File: config.mk
export PLATFORM = sky130hd
export DESIGN_NAME = seven_seg_pair_decoder
export DESIGN_NICKNAME = d
export VERILOG_FILES = /design/src/rtl/seven_seg_pair_decoder.sv
export SDC_FILE = /design/constraint.sdc
export NUM_CORES = 1
export LEC_CHECK = 0
export CORE_MARGIN = 2
export CORE_UTILIZATION = 55
export DETAILED_ROUTE_END_ITERATION = 7
export PLACE_DENSITY = 0.91
export SYNTH_ARGS = -nofsm -noshare
export SYNTH_HDL_FRONTEND = slang
export SYNTH_SLANG_ARGS = --single-unit
File: constraint.sdc
create_clock -name clk -period 3.7 [get_ports clk]
set_input_delay 0.74 -clock clk [delete_from_list [all_inputs] [get_ports clk]]
set_output_delay 0.74 -clock clk [all_outputs]
set_load 0.02 [all_outputs]
File: src/rtl/seven_seg_pair_decoder.sv
`default_nettype none
// ============================================================================
// Module      : seven_seg_pair_decoder
// Description : Recovers a 5-bit count {big bit, little nibble} from a pair of
//               active-low seven-segment digit patterns. The inputs are
//               sampled every cycle. A pattern pair is accepted only after it
//               has been held for STABLE_CYCLES consecutive samples. Illegal
//               pairs are flagged and counted, and the both-blank pair is
//               reported separately.
// Ports       : clk          - system clock, rising edge
//               reset        - asynchronous active-high reset
//               lil_seg[6:0] - little digit segments g..a, active-low
//               big_seg[6:0] - big digit segments g..a, active-low
//               value[4:0]   - decoded count {big bit, little nibble}
//               valid        - high while value holds an accepted legal pair
//               new_value    - one-cycle pulse on acceptance of a legal pair
//               bad_pattern  - one-cycle pulse on acceptance of an illegal pair
//               blank        - high while the accepted pair is both-blank
//               err_count    - saturating count of bad_pattern pulses
// Revision    : 1.0 - initial release
// ============================================================================
module seven_seg_pair_decoder #(
    parameter int STABLE_CYCLES = 4   // legal range 1-15
) (
    input  logic       clk,
    input  logic       reset,
    input  logic [6:0] lil_seg,
    input  logic [6:0] big_seg,
    output logic [4:0] value,
    output logic       valid,
    output logic       new_value,
    output logic       bad_pattern,
    output logic       blank,
    output logic [7:0] err_count
);

    localparam logic [1:0]  S_EMPTY  = 2'd0;
    localparam logic [1:0]  S_LOCKED = 2'd1;
    localparam logic [1:0]  S_FAULT  = 2'd2;
    localparam logic [1:0]  S_OFF    = 2'd3;

    localparam logic [3:0]  c_stable     = 4'(STABLE_CYCLES);
    localparam logic [13:0] c_blank_pair = 14'h3FFF;
    localparam logic [6:0]  c_seg_zero   = 7'b1000000;
    localparam logic [6:0]  c_seg_one    = 7'b1111001;
    localparam logic [7:0]  c_err_max    = 8'hFF;

    // Returns {legal, nibble} for one little-digit pattern.
    function automatic logic [4:0] lil_decode(input logic [6:0] seg);
        case (seg)
            7'b1000000: lil_decode = {1'b1, 4'h0};
            7'b1111001: lil_decode = {1'b1, 4'h1};
            7'b0100100: lil_decode = {1'b1, 4'h2};
            7'b0110000: lil_decode = {1'b1, 4'h3};
            7'b0011001: lil_decode = {1'b1, 4'h4};
            7'b0010010: lil_decode = {1'b1, 4'h5};
            7'b0000010: lil_decode = {1'b1, 4'h6};
            7'b1111000: lil_decode = {1'b1, 4'h7};
            7'b0000000: lil_decode = {1'b1, 4'h8};
            7'b0010000: lil_decode = {1'b1, 4'h9};
            7'b0001000: lil_decode = {1'b1, 4'hA};
            7'b0000011: lil_decode = {1'b1, 4'hB};
            7'b1000110: lil_decode = {1'b1, 4'hC};
            7'b0100001: lil_decode = {1'b1, 4'hD};
            7'b0000110: lil_decode = {1'b1, 4'hE};
            7'b0001110: lil_decode = {1'b1, 4'hF};
            default:    lil_decode = 5'b0_0000;
        endcase
    endfunction

    logic [13:0] r_sample;
    logic [13:0] r_accepted;
    logic [3:0]  r_cnt;
    logic        r_hit;
    logic [1:0]  r_state;

    logic [13:0] w_in_pair;
    logic        w_changed;
    logic [3:0]  w_cnt_next;
    logic [4:0]  w_lil;
    logic        w_big_legal;
    logic        w_big_bit;
    logic        w_is_blank;
    logic        w_legal;
    logic        w_fire;

    // ------------------------------------------------------------------
    // Stability tracking. The counter tracks how many consecutive samples
    // have been identical. r_hit marks the single cycle in which the
    // counter has just arrived at STABLE_CYCLES, so a pair held for a long
    // time produces exactly one acceptance attempt.
    // ------------------------------------------------------------------
    always_comb begin
        w_in_pair  = {big_seg, lil_seg};
        w_changed  = (w_in_pair != r_sample);
        w_cnt_next = 4'd1;
        if (!w_changed) begin
            w_cnt_next = (r_cnt == c_stable) ? c_stable : r_cnt + 4'd1;
        end
    end

    always_ff @(posedge clk or posedge reset) begin
        if (reset) begin
            r_sample <= c_blank_pair;
            r_cnt    <= 4'd0;
            r_hit    <= 1'b0;
        end else begin
            r_sample <= w_in_pair;
            r_cnt    <= w_cnt_next;
            r_hit    <= (w_cnt_next == c_stable) && (w_changed || (r_cnt != c_stable));
        end
    end

    // ------------------------------------------------------------------
    // Classification of the stable sample. The both-blank pair is checked
    // ahead of legality, since each of its digits is illegal on its own.
    // ------------------------------------------------------------------
    always_comb begin
        w_lil       = lil_decode(r_sample[6:0]);
        w_big_legal = (r_sample[13:7] == c_seg_zero) || (r_sample[13:7] == c_seg_one);
        w_big_bit   = (r_sample[13:7] == c_seg_one);
        w_is_blank  = (r_sample == c_blank_pair);
        w_legal     = w_big_legal && w_lil[4];
        // A re-presented pair is ignored unless nothing has been accepted yet.
        w_fire      = r_hit && ((r_sample != r_accepted) || (r_state == S_EMPTY));
    end

    // ------------------------------------------------------------------
    // Acceptance FSM and output registers.
    // ------------------------------------------------------------------
    always_ff @(posedge clk or posedge reset) begin
        if (reset) begin
            r_state     <= S_EMPTY;
            r_accepted  <= c_blank_pair;
            value       <= 5'd0;
            valid       <= 1'b0;
            new_value   <= 1'b0;
            bad_pattern <= 1'b0;
            blank       <= 1'b0;
            err_count   <= 8'd0;
        end else begin
            new_value   <= 1'b0;
            bad_pattern <= 1'b0;
            if (w_fire) begin
                r_accepted <= r_sample;
                if (w_is_blank) begin
                    r_state <= S_OFF;
                    valid   <= 1'b0;
                    blank   <= 1'b1;
                end else if (w_legal) begin
                    r_state   <= S_LOCKED;
                    value     <= {w_big_bit, w_lil[3:0]};
                    valid     <= 1'b1;
                    new_value <= 1'b1;
                    blank     <= 1'b0;
                end else begin
                    // value deliberately keeps the last legal reading
                    r_state     <= S_FAULT;
                    valid       <= 1'b0;
                    bad_pattern <= 1'b1;
                    blank       <= 1'b0;
                    if (err_count != c_err_max) begin
                        err_count <= err_count + 8'd1;
                    end
                end
            end
        end
    end

endmodule
`default_nettype wire
==> PnR_summary.wiki <==
{| class="wikitable"
! Metric !! Value
|-
| Share of synthesized flip-flops with an asynchronous set or reset || 100%
|-
| Leading post-synthesis cells by cell area || sky130_fd_sc_hd__dfstp_2 28%, sky130_fd_sc_hd__dfrtp_1 22%, sky130_fd_sc_hd__xor2_1 9.5%
|-
| Transition time at the pin with the least slew margin || 1020 ps
|-
| Worst endpoint data arrival time || 3250 ps
|-
| Post-Synthesis Net Count || 262
|-
| DP HPWL || 3750 um
|-
| Sink Count || 52
|-
| Most common cell after layout, fill and taps aside || sky130_fd_sc_hd__clkdlybuf4s50_1
|-
| Total global routing track utilization || 21.1%
|-
| Maximum number of pins on one net before global-route repair || 53
|-
| Die Y || 73.7 um
|-
| Biggest cell delay along the critical path || 670 ps
|-
| #FFs+latches synth || 52
|-
| Maximum fanout count along the critical path || 14
|-
| Number of CTS-inserted buffers || 5
|-
| Placeable core region || 4690 um2
|-
| Top Family by Delay on Critical Path || simple AND/OR/NAND/NOR gates
|-
| Period utilisation layout || 82.3%
|-
| Detailed Route Iter0 Violations || 128
|-
| Via/cell ratio || 5.93
|-
| Run status || finished, final reports clean
|-
| Min Hold Slack || 499 ps
|-
| Hold Crit Class || flop to flop
|-
| CP cell instances || or3b_1 > or4_1 > nand4_1 > o31a_1 > nor3b_4 > mux2_2
|-
| Top-area cell type share of the netlist area || 27.6%
|-
| Largest clock skew in the final design || 10.9 ps
|-
| Port Buffer Count || 32
|-
| DRC violations left || 0
|-
| Minimum clock period after layout || 3050 ps
|-
| Die area || 5430 um2
|-
| Post-synthesis to final-layout area growth || 17.4%
|-
| Share of post-route cells with drive strength above 1 || 23.5%
|-
| Final RePlAce weighted congestion || 0.817
|-
| Synth Warn # || 0
|-
| WL per Instance || 16.0 um
|-
| Routed via count || 1933
|-
| Sort of element at the end of the critical path || flop
|-
| Hold violation count in the final report || 0
|-
| Post-detailed-routing wire length || 5210 um
|-
| Cell type with the highest aggregate area in the netlist || sky130_fd_sc_hd__dfstp_2
|-
| Antenna violations before repair || 0
|-
| Leakage || 1.35 nW
|-
| Post-CTS setup buffers || 0
|-
| Wire length of the first global-routing pass || 8630 um
|-
| Peak Freq || 0.328 GHz
|-
| Remaining number of nets flagged by the antenna check after routing || 0
|-
| Portion of the post-synthesis area used by sequential elements || 50.0%
|-
| Commonest register cell after synthesis || sky130_fd_sc_hd__dfstp_2
|-
| Nets || 290
|-
| Relative max-transition margin || 31.6%
|-
| Clock transition time at the flip-flop clock pins of the worst setup and hold paths || 90 ps
|-
| Number of synthesized flops with an enable pin || 0
|-
| Data required, critical path || 3900 ps
|-
| Commonest cells after routing, fill and taps aside || 32 x sky130_fd_sc_hd__clkdlybuf4s50_1, 29 x sky130_fd_sc_hd__xor2_1, 28 x sky130_fd_sc_hd__dfstp_2
|-
| Category of the most critical setup path || flop to flop
|-
| Initial Util || 56.9%
|-
| Kind of launch point of the worst setup path || flop
|-
| Unrepaired setup endpoints after global routing || no
|-
| Maximum number of buffers from clock root to sink || 2
|-
| Total iterations of the first detailed-routing run || 4
|-
| H-tree depth reported by CTS || 2
|-
| Max-cap viol count || 0
|-
| Peak VDD IR || 0.259 mV
|-
| Library cell contributing the largest single delay on the critical path || sky130_fd_sc_hd__dfstp_2
|-
| CTS Root Buffer Type || sky130_fd_sc_hd__clkbuf_8
|-
| Top Ports || 33
|-
| Hold-fix buffers at CTS || 0
|-
| Synth Cell Area || 2670 um2
|-
| Count of distinct cell types in the synthesized netlist || 46
|-
| Number of endpoints failing setup at the final stage || 0
|-
| Number of cell rows || 25
|-
| Pwr per Cell Area || 349 nW/um2
|-
| Clock tree from TritonCTS || yes
|-
| Number of global-route vias before repair || 1943
|-
| Count of final max-slew check failures || 0
|-
| Average instance area after synthesis || 11.0 um2
|-
| Number of fill cells in the layout || 351
|-
| Die X || 73.7 um
|-
| Post-cts resize count || 0
|-
| Cells after Synth || 243
|-
| Worst-skew pair later-pin latency || 310 ps
|-
| N_diodes || 0
|-
| Total negative setup slack || 0 ps
|-
| Residual overflow from global routing || 0
|-
| Count of buffering cells on the critical path with inverters included || 0
|}
## where the power goes
part	internal [mW]	switching (mW)	leakage (nW)
sequential	0.584	0.0232	0.622
clock	0.239	0.179	0.0645
combinational	0.0355	0.0345	0.664
total	0.858	0.236	1.35
## cell families (layout without fill, tap and decap cells)
| family | Yosys count | count (layout) | share of synthesized area (%) |
|---|---|---|---|
| adder cells (fa/ha/maj) | 3 | 3 | 1.41 |
| flip-flops | 52 | 52 | 50.0 |
| XOR/XNOR | 34 | 34 | 11.2 |
| AO/OA/AOI/OAI | 26 | 26 | 6.37 |
| multiplexers | 21 | 21 | 8.81 |
| buffers and inverters | 21 | 50 | 3.51 |
| AND/OR/NAND/NOR | 86 | 86 | 18.7 |
## synthesized netlist by cell type, types with 2 or more instances
cell type                  instances
sky130_fd_sc_hd__nand4_1           6
sky130_fd_sc_hd__nor4_1           10
sky130_fd_sc_hd__ha_1              3
sky130_fd_sc_hd__a21oi_1           9
sky130_fd_sc_hd__nand3b_1          2
sky130_fd_sc_hd__xnor2_1           5
sky130_fd_sc_hd__nand2b_1          2
sky130_fd_sc_hd__nand3_1           7
sky130_fd_sc_hd__o32ai_1           2
sky130_fd_sc_hd__nor3_1           11
sky130_fd_sc_hd__or3_1             4
sky130_fd_sc_hd__xor2_1           29
sky130_fd_sc_hd__mux2_2           20
sky130_fd_sc_hd__clkbuf_1          5
sky130_fd_sc_hd__inv_1             8
sky130_fd_sc_hd__dfstp_2          28
sky130_fd_sc_hd__or4_1             6
sky130_fd_sc_hd__buf_2             6
sky130_fd_sc_hd__o22ai_1           2
sky130_fd_sc_hd__nor2_1           11
sky130_fd_sc_hd__o21ai_0           3
sky130_fd_sc_hd__nand2_1          15
sky130_fd_sc_hd__or3b_2            2
sky130_fd_sc_hd__a31oi_1           2
sky130_fd_sc_hd__dfrtp_1          24
## layer usage
layer / part of all wire [%] / up-vias / routed length (um) / GRT usage [%]
met5: 0 / - / 0 / 0
met4: 2.4 / 0 / 125 / 9.09
met3: 3.8 / 17 / 199 / 5.35
met2: 50 / 52 / 2580 / 33.8
met1: 44 / 935 / 2310 / 27.2
li1: - / 929 / - / -
## cell type report
cell class	instances	area (um2)	share of cell area [%]
clock buffers	7	96.3	3.07
clock inverters	1	30.0	0.958
inverters	8	30.0	0.958
multi-input cells	170	1240	39.5
flip-flops and latches	52	1340	42.6
well taps	54	67.6	2.15
repair buffers	34	335	10.7
## metrics by stage
step | utilization [%] | std cells | instance area (um2) | setup WS (ps) | total power, mW
after floorplan | - | 243 | 2670 | 1140 | 0.654
after global placement | 64.1 | 318 | 3010 | 784 | 0.684
after detailed placement | 64.1 | 318 | 3010 | 673 | 0.687
after CTS | 66.8 | 326 | 3140 | 639 | 1.11
after global routing | 66.8 | 326 | 3140 | 497 | 1.13
final | 66.8 | 326 | 3140 | 655 | 1.09
## worst min-delay path, delay by kind of cell (launching register included)
family / cells / cell delay, ps
compound gates: 1 / 70
simple gates: 1 / 40
flops: 1 / 380
## final timing paths
check | start | to | slack (ps) | cells past startpoint
setup / recovery | r_sample[5] | value[0] | 650 | 6
hold / removal | r_accepted[1] | r_accepted[1] | 500 | 2
setup reg to reg | r_sample[5] | value[0] | 650 | 6
hold reg to reg | r_accepted[1] | r_accepted[1] | 500 | 2
max in group asynchronous | reset | value[3] | 2090 | 2
min in group asynchronous | reset | r_cnt[1] | 990 | 2
## state kept, by name, summed over array words and instances, names as in the netlist
signal	flops
r_accepted	14
r_sample	14
err_count	8
value	5
r_cnt	4
r_state	2
bad_pattern	1
blank	1
new_value	1
r_hit	1
valid	1
No activity file was read; power rests on OpenSTA's default activity.
